**src/rtl/xbar_rr_arbiter.sv**
```systemverilog
// Per-slave round-robin arbiter for the 4-port crossbar: picks one requesting master,
// holds the grant until the slave acks, and tracks which master owns returning read data.
module xbar_rr_arbiter #(
    parameter int M  = 4,
    parameter int IW = 2
) (
    input  logic          clk,
    input  logic          reset,
    input  logic [M-1:0]  m_req,
    input  logic [M-1:0]  m_cmd,
    input  logic          s_ack,
    output logic          s_req,
    output logic [M-1:0]  grant,
    output logic [IW-1:0] grant_id,
    output logic [M-1:0]  m_ack,
    output logic          rvalid,
    output logic [IW-1:0] rid
);

    typedef enum logic {
        IDLE = 1'b0,
        LOCK = 1'b1
    } state_t;

    state_t        state_r, state_next_s;
    logic [IW-1:0] ptr_r, ptr_next_s;
    logic [IW-1:0] lock_id_r, lock_id_next_s;
    logic          rvalid_r;
    logic [IW-1:0] rid_r;

    logic [IW:0]   pick_s;
    logic          active_s;
    logic          live_s;
    logic [IW-1:0] sel_id_s;
    logic          xfer_s;

    // Returns {found, index} of the first requester at or after base, wrapping mod M.
    function automatic logic [IW:0] rr_pick(input logic [M-1:0] req, input logic [IW-1:0] base);
        logic [IW:0]   pick;
        logic [IW-1:0] idx;
        pick = {(IW+1){1'b0}};
        for (int k = M - 1; k >= 0; k--) begin
            idx = IW'((int'(base) + k) % M);
            if (req[idx]) begin
                pick = {1'b1, idx};
            end
        end
        return pick;
    endfunction

    function automatic logic [IW-1:0] inc_mod(input logic [IW-1:0] id);
        if (int'(id) == M - 1) begin
            return {IW{1'b0}};
        end else begin
            return id + IW'(1);
        end
    endfunction

    function automatic logic [M-1:0] onehot(input logic [IW-1:0] id);
        logic [M-1:0] oh;
        oh     = {M{1'b0}};
        oh[id] = 1'b1;
        return oh;
    endfunction

    assign pick_s = rr_pick(m_req, ptr_r);

    // Next-state, pointer update and grant selection.
    always_comb begin
        state_next_s   = state_r;
        ptr_next_s     = ptr_r;
        lock_id_next_s = lock_id_r;
        active_s       = 1'b0;
        sel_id_s       = {IW{1'b0}};
        case (state_r)
            IDLE: begin
                if (pick_s[IW]) begin
                    active_s = 1'b1;
                    sel_id_s = pick_s[IW-1:0];
                    if (s_ack) begin
                        ptr_next_s = inc_mod(pick_s[IW-1:0]);
                    end else begin
                        lock_id_next_s = pick_s[IW-1:0];
                        state_next_s   = LOCK;
                    end
                end else begin
                    state_next_s = IDLE;
                end
            end
            LOCK: begin
                // A master dropping its request before ack abandons the lock without a transfer.
                if (m_req[lock_id_r]) begin
                    active_s = 1'b1;
                    sel_id_s = lock_id_r;
                    if (s_ack) begin
                        ptr_next_s   = inc_mod(lock_id_r);
                        state_next_s = IDLE;
                    end else begin
                        state_next_s = LOCK;
                    end
                end else begin
                    state_next_s = IDLE;
                end
            end
            default: begin
                state_next_s = IDLE;
            end
        endcase
    end

    assign live_s   = active_s & reset;
    assign xfer_s   = live_s & s_ack;
    assign s_req    = live_s;
    assign grant    = live_s ? onehot(sel_id_s) : {M{1'b0}};
    assign grant_id = live_s ? sel_id_s : {IW{1'b0}};
    assign m_ack    = xfer_s ? grant : {M{1'b0}};

    // Arbitration state registers.
    always_ff @(posedge clk or negedge reset) begin
        if (!reset) begin
            state_r   <= IDLE;
            ptr_r     <= {IW{1'b0}};
            lock_id_r <= {IW{1'b0}};
        end else begin
            state_r   <= state_next_s;
            ptr_r     <= ptr_next_s;
            lock_id_r <= lock_id_next_s;
        end
    end

    // Read-return tracking: data arrives the cycle after the read ack.
    always_ff @(posedge clk or negedge reset) begin
        if (!reset) begin
            rvalid_r <= 1'b0;
            rid_r    <= {IW{1'b0}};
        end else if (xfer_s && !m_cmd[grant_id]) begin
            rvalid_r <= 1'b1;
            rid_r    <= grant_id;
        end else begin
            rvalid_r <= 1'b0;
        end
    end

    assign rvalid = rvalid_r;
    assign rid    = rid_r;

endmodule

```
**config.mk**
```make
export PLATFORM = sky130hd
export DESIGN_NAME = xbar_rr_arbiter
export DESIGN_NICKNAME = d
export VERILOG_FILES = /design/src/rtl/xbar_rr_arbiter.sv
export SDC_FILE = /design/constraint.sdc
export NUM_CORES = 1
export LEC_CHECK = 0
export BUFFER_PORTS_ARGS = -buffer_cell sky130_fd_sc_hd__clkbuf_2
export CAP_MARGIN = 10
export CELL_PAD_IN_SITES_DETAIL_PLACEMENT = 2
export CELL_PAD_IN_SITES_GLOBAL_PLACEMENT = 2
export CORE_MARGIN = 10
export CORE_UTILIZATION = 24
export DETAILED_ROUTE_END_ITERATION = 10
export GPL_ROUTABILITY_DRIVEN = 0
export HOLD_SLACK_MARGIN = 0.06
export PLACE_DENSITY_LB_ADDON = 0.05
export SLEW_MARGIN = 20
export SYNTH_ARGS = -nofsm -noshare
export SYNTH_HDL_FRONTEND = slang
export SYNTH_SLANG_ARGS = --single-unit
export TNS_END_PERCENT = 5
```
**constraint.sdc**
```tcl
create_clock -name clk -period 1.7 [get_ports clk]
set_input_delay 0.255 -clock clk [delete_from_list [all_inputs] [get_ports clk]]
set_output_delay 0.255 -clock clk [all_outputs]
set_load 0.005 [all_outputs]
```
==> results.toml, run 1 <==
[global_routing]
use_met2 = 0.178
grt_pass1_wl_mm = 4.24
antenna_found_initial = 0
grt_max_degree = 9
grt.overflow.total = 0
gr-usage-met1 = 0.112
grt_busiest_layer = "met2"
met3_usage = 0.0266
grt_pass1_vias = 868
grt_use_total = 0.0996

[timing]
slew_violations = 0
period_needed_ps = 2160
fin_crit_sh = 1.27
finalHoldViolations = 0
fin_setup_tns_ps = -4080
setup_violations = 14
fmax_mhz = 463
layout_setup_ws_ps = -461
worst_pin_slew_ps = 370
relSlewSlack = 0.753
rsz0062_at_grt = "true"
skew_ps = 4.47

[die]
die_x_um = 73.9
start_util = 0.253
core-area_sq_um = 2760
die_h_um = 73.9
row_count = 19
die_area_sq_um = 5470
io_pins = 25

[cts]
clk_pin_slew_worst_paths_ps = 50
cts-root-buf = "clkbuf_4"
numCtsBuffers = 3
h-tree-depth = 1
clk_path_buf_depth = 2
clock_latency_ps = 260
post_cts_buffers = 0
cts_tree = "done"
cts.sinks = 8

[setup_path]
critPathCaptureType = "output port"
rr_startpoint = "ptr_r[0]"
r2r-end = "rid[1]"
worstPathRequired_ps = 1440
cp_max_fo = 5
arrival_ps = 1910
crit_path_start_kind = "flop"
rrSetupSlack_ps = -170
rr_worst_depth = 7
cp-endpoint = "m_ack[0]"
path_class = "reg -> out"
crit_start = "ptr_r[0]"

[cells_and_area]
diodes = 0
postLayoutCellArea_sq_um = 1090
syn_to_final_growth_pct = 55.9
drive_gt1_frac = 0.516
seq_area_sq_um = 205
nets = 141
multi_input_area_sq_um = 515
fill_cells = 340

[routing]
first_pass_iters = 2
avgRoutedWirePerCell_um = 16.6
ant_nets = 0
vias = 798
drcViolationCount = 0
wl_mm = 2.63
drtIter0Drc = 12
via_per_inst = 5.02

[synth]
synth_edf_count = 0
synthArstFlopShare = 1.00
synth_fp_nets = 92
yosysWarnings = 0
ys_ff_latch = 8
syn_avg_cell_area_sq_um = 8.62
ys_seq_area_frac = 0.287
synth_flop_cell = "dfrtp_1"
syn_inst = 81
syn-cell-area_sq_um = 698
yosysUniqueCellTypes = 37

[pwr]
p_leak_nw = 0.553
power_density_nw_per_um2 = 1270
p_total_w = 0.00138
peakVddDrop_mv = 0.622

[job]
drv_cap = 0

[placement]
io_buffer_count = 24
dpl.hpwl_mm = 2.23
place_area_sq_um = 1020

[outcome]
failed_checks = "setup timing"
outcome = "finished with violations"

[min_path]
hold_path_class = "in -> reg"
state kept, by name, indices dropped and copies added (netlist names):
| signal | cells |
|---|---|
| rvalid | 1 |
| state_r | 1 |
| rid | 2 |
| lock_id_r | 2 |
| ptr_r | 2 |
worst max-delay path, cell delays in order (launching register included):
cell	delay, ps
dfrtp_2	430
nor3b_1	150
a211o_1	280
and2_4	160
a21o_1	190
nor3b_4	200
and2_1	140
clkbuf_2	100
placed cells by master, fill, tap and decap left out, drive strengths merged, types with 2 or more instances in the layout:
cell type / n
buf: 21
nor2b: 2
nand2: 11
a21o: 2
nor3b: 3
a211o: 2
a21oi: 2
nand2b: 2
nor2: 6
mux2: 2
or3: 2
dfrtp: 8
and2: 7
o21ai: 3
inv: 6
mux2i: 4
clkbuf: 26
cells by family (layout without fill, tap and decap cells):
group,after synthesis,count (layout),share of synthesized area
compound gates,18,18,0.235
xor+xnor,2,2,0.0251
mux,6,6,0.0896
flops,8,8,0.287
buf+inv,7,54,0.0394
simple gates,40,40,0.324
per-layer routing:
layer,vias to the layer above,routed length [um],share of wire
li1,384,-,-
met1,394,1100,0.42
met2,15,1360,0.52
met3,5,135,0.051
met4,0,35,0.013
met5,-,0,0
how the worst min path moves through the flow:
| stage | startpoint | end | slack (ps) | cells after the start |
|---|---|---|---|---|
| floorplan | reset | lock_id_r[0] | -40 | 0 |
| detailed placement | reset | rvalid | 280 | 2 |
| CTS | s_ack | state_r | 310 | 2 |
| finish | s_ack | state_r | 300 | 2 |
| global route | s_ack | state_r | 310 | 2 |
| global placement | reset | ptr_r[1] | 280 | 2 |
Yosys cell counts, drive strengths merged (2+ instances only):
library cell / instances / area [sq um]
a211o: 2 / 17.5
a21o: 2 / 15.0
a21oi: 2 / 10.0
and2: 7 / 45.1
dfrtp: 8 / 200
inv: 6 / 22.5
mux2: 2 / 22.5
mux2i: 4 / 40.0
nand2: 11 / 41.3
nand2b: 2 / 12.5
nor2: 6 / 22.5
nor2b: 2 / 12.5
nor3b: 3 / 27.5
o21ai: 3 / 15.0
or3: 2 / 17.5
power by group:
part | total [W] | switching, W | internal (W)
sequential | 0.000364 | 0.0000965 | 0.000267
combinational | 0.000865 | 0.000381 | 0.000484
clock | 0.000149 | 0.0000675 | 0.0000810
total | 0.00138 | 0.000545 | 0.000833
timing repair:
| action | 4_1_cts | 5_1_grt |
|---|---|---|
| pin swaps | 4 | 1 |
| hold endpoints to repair | 8 | 0 |
| endpoints found under the setup margin | 15 | 16 |
| hold buffers | 1 | 0 |
| resized for setup | 4 | 8 |
metrics by stage:
stage	setup slack [ps]	hold slack [ps]	cells	util
floorplan	-64.7	-40.6	81	-
global placement	-254	277	155	0.370
detailed placement	-295	283	155	0.370
CTS	-505	314	159	0.388
global route	-580	307	159	0.395
finish	-461	302	159	0.395
cell type report:
class / count / share of cell area
inverter: 6 / 0.0207
multi-input combinational: 66 / 0.474
tap: 31 / 0.0356
sequential: 8 / 0.189
clock buffer: 3 / 0.0207
timing repair buffer: 45 / 0.261
(Power assumes the default switching activity.)
==> inputs of run 2 (changes only) <==
--- a/config.mk
+++ b/config.mk
@@ -15,6 +15,7 @@
 export GPL_ROUTABILITY_DRIVEN = 0
 export HOLD_SLACK_MARGIN = 0.06
 export PLACE_DENSITY_LB_ADDON = 0.05
+export REMOVE_ABC_BUFFERS = 1
 export SLEW_MARGIN = 20
 export SYNTH_ARGS = -nofsm -noshare
 export SYNTH_HDL_FRONTEND = slang
==> run 2 against run 1 <==
  * The run still ends with setup timing left
  * Hold slack worse by 16 ps
  * Maximum frequency down 0.59%
  * Combinational power up 4.6%
  * Critical path depth unchanged
==> results.toml, run 2 (same netlist as run 1, synthesis figures left out) <==
[outcome]
outcome = "finished with violations"
failed_checks = "setup timing"

[cells_and_area]
nets = 145
final_common_cell = "clkbuf_2"
final-instance-count-excl-fill = 163
syn_to_final_growth_pct = 64.3
final_cell_mix = "clkbuf_2, buf_4, nand2_1, nor2_1"
postLayoutCellArea_sq_um = 1150
fill_cells = 320
diodes = 0
drive_gt1_frac = 0.538

[timing]
period_needed_ps = 2170
finalHoldViolations = 0
layout_setup_ws_ps = -474
slew_violations = 0
fin_crit_sh = 1.28
fmax_mhz = 460
skew_ps = 2.44
rsz0062_at_grt = "true"
relSlewSlack = 0.786
setup_violations = 16
worst_pin_slew_ps = 319

[cts]
cts_tree = "done"
numCtsBuffers = 3
clk_path_buf_depth = 2
h-tree-depth = 1
cts-root-buf = "clkbuf_4"
cts.sinks = 8
clk_pin_slew_worst_paths_ps = 60
clock_latency_ps = 250

[global_routing]
grt_use_total = 0.103
grt_max_degree = 10
grt.overflow.total = 0
antenna_found_initial = 0
grt_pass1_vias = 880
grt_pass1_wl_mm = 4.43

[setup_path]
crit_path_start_kind = "flop"
worstPathRequired_ps = 1440
path_cells = "mux2i_1 > nor3_1 > or3_4 > and2_4 > nor3b_4 > and2_1 > clkbuf_2"
rrSetupSlack_ps = -280
path_buf_inv = 1
critPathMaxStageDelay_ps = 440
cp_max_fo = 4
path_class = "reg -> out"
crit_family = "simple AND/OR/NAND/NOR gates"
worst_path_max_delay_cell = "dfrtp_2"
arrival_ps = 1920
critPathCaptureType = "output port"

[pwr]
p_leak_nw = 0.583
power_density_nw_per_um2 = 1230
peakVddDrop_mv = 0.655

[die]
die_x_um = 73.9
die_area_sq_um = 5470
io_pins = 25
start_util = 0.253
row_count = 19
core-area_sq_um = 2760
die_h_um = 73.9

[routing]
avgRoutedWirePerCell_um = 16.4
drtIter0Drc = 11
wl_mm = 2.68
via_per_inst = 4.82
vias = 786
ant_nets = 0
first_pass_iters = 3
drcViolationCount = 0

[placement]
dp_cells = 156
post-place-ws_ps = -357
dpl.hpwl_mm = 2.27
io_buffer_count = 24
place_area_sq_um = 1010

[job]
drv_cap = 0

[min_path]
hold_path_class = "in -> reg"
run 2: worst reg2reg max path, delay by kind of cell (launching register included):
family / cells / cell delay (ps)
mux: 1 / 260
flops: 1 / 440
compound gates: 2 / 340
buf+inv: 2 / 270
simple gates: 3 / 550
run 2: worst paths after layout:
| check | startpoint | endpoint | cells after the start |
|---|---|---|---|
| max | lock_id_r[0] | m_ack[0] | 7 |
| min | s_ack | state_r | 2 |
| max reg2reg | lock_id_r[0] | rid[0] | 8 |
| min reg2reg | rid[0] | rid[0] | 1 |
| max in group asynchronous | reset | state_r | 3 |
| min in group asynchronous | reset | lock_id_r[0] | 3 |
run 2: routing by layer:
metal,global-route usage,up-vias,wire (um)
met1,0.114,375,1170
met5,0,-,0
met3,0.0359,2,124
met4,0.0186,0,22
met2,0.187,19,1370
li1,-,390,-
run 2: area by class of cell:
| cell class | count | area (sq um) | share of cell area |
|---|---|---|---|
| multi-input cells | 66 | 542 | 0.472 |
| flip-flops and latches | 8 | 204 | 0.178 |
| repair buffers | 49 | 318 | 0.277 |
| inverters | 6 | 22.5 | 0.0196 |
| well taps | 31 | 38.8 | 0.0338 |
| clock buffers | 3 | 22.5 | 0.0196 |
run 2: power breakdown:
group / internal (W) / switching, W / total (W)
registers: 0.000265 / 0.0000964 / 0.000361
logic: 0.000501 / 0.000403 / 0.000905
clock network: 0.0000808 / 0.0000644 / 0.000145
total: 0.000847 / 0.000564 / 0.00141
run 2: per-stage QoR:
step           total power, W  hold slack, ps  TNS, ps   util
2_1_floorplan        0.000750           -40.6     -646      -
3_3_place_gp          0.00111             239    -1990  0.366
3_5_place_dp          0.00114             257    -2740  0.366
4_1_cts               0.00142             271    -4510  0.413
5_1_grt               0.00154             291    -5970  0.416
6_report              0.00141             286    -4330  0.416
run 2: repair_timing:
item                                    in CTS  in global routing
endpoints found under the setup margin      16                 17
gates resized for setup                     20                  2
hold buffers                                 1                  0
buffers inserted                             4                  0
cloned                                       0                  0
hold endpoints to repair                     8                  0
pin swaps                                   20                  1
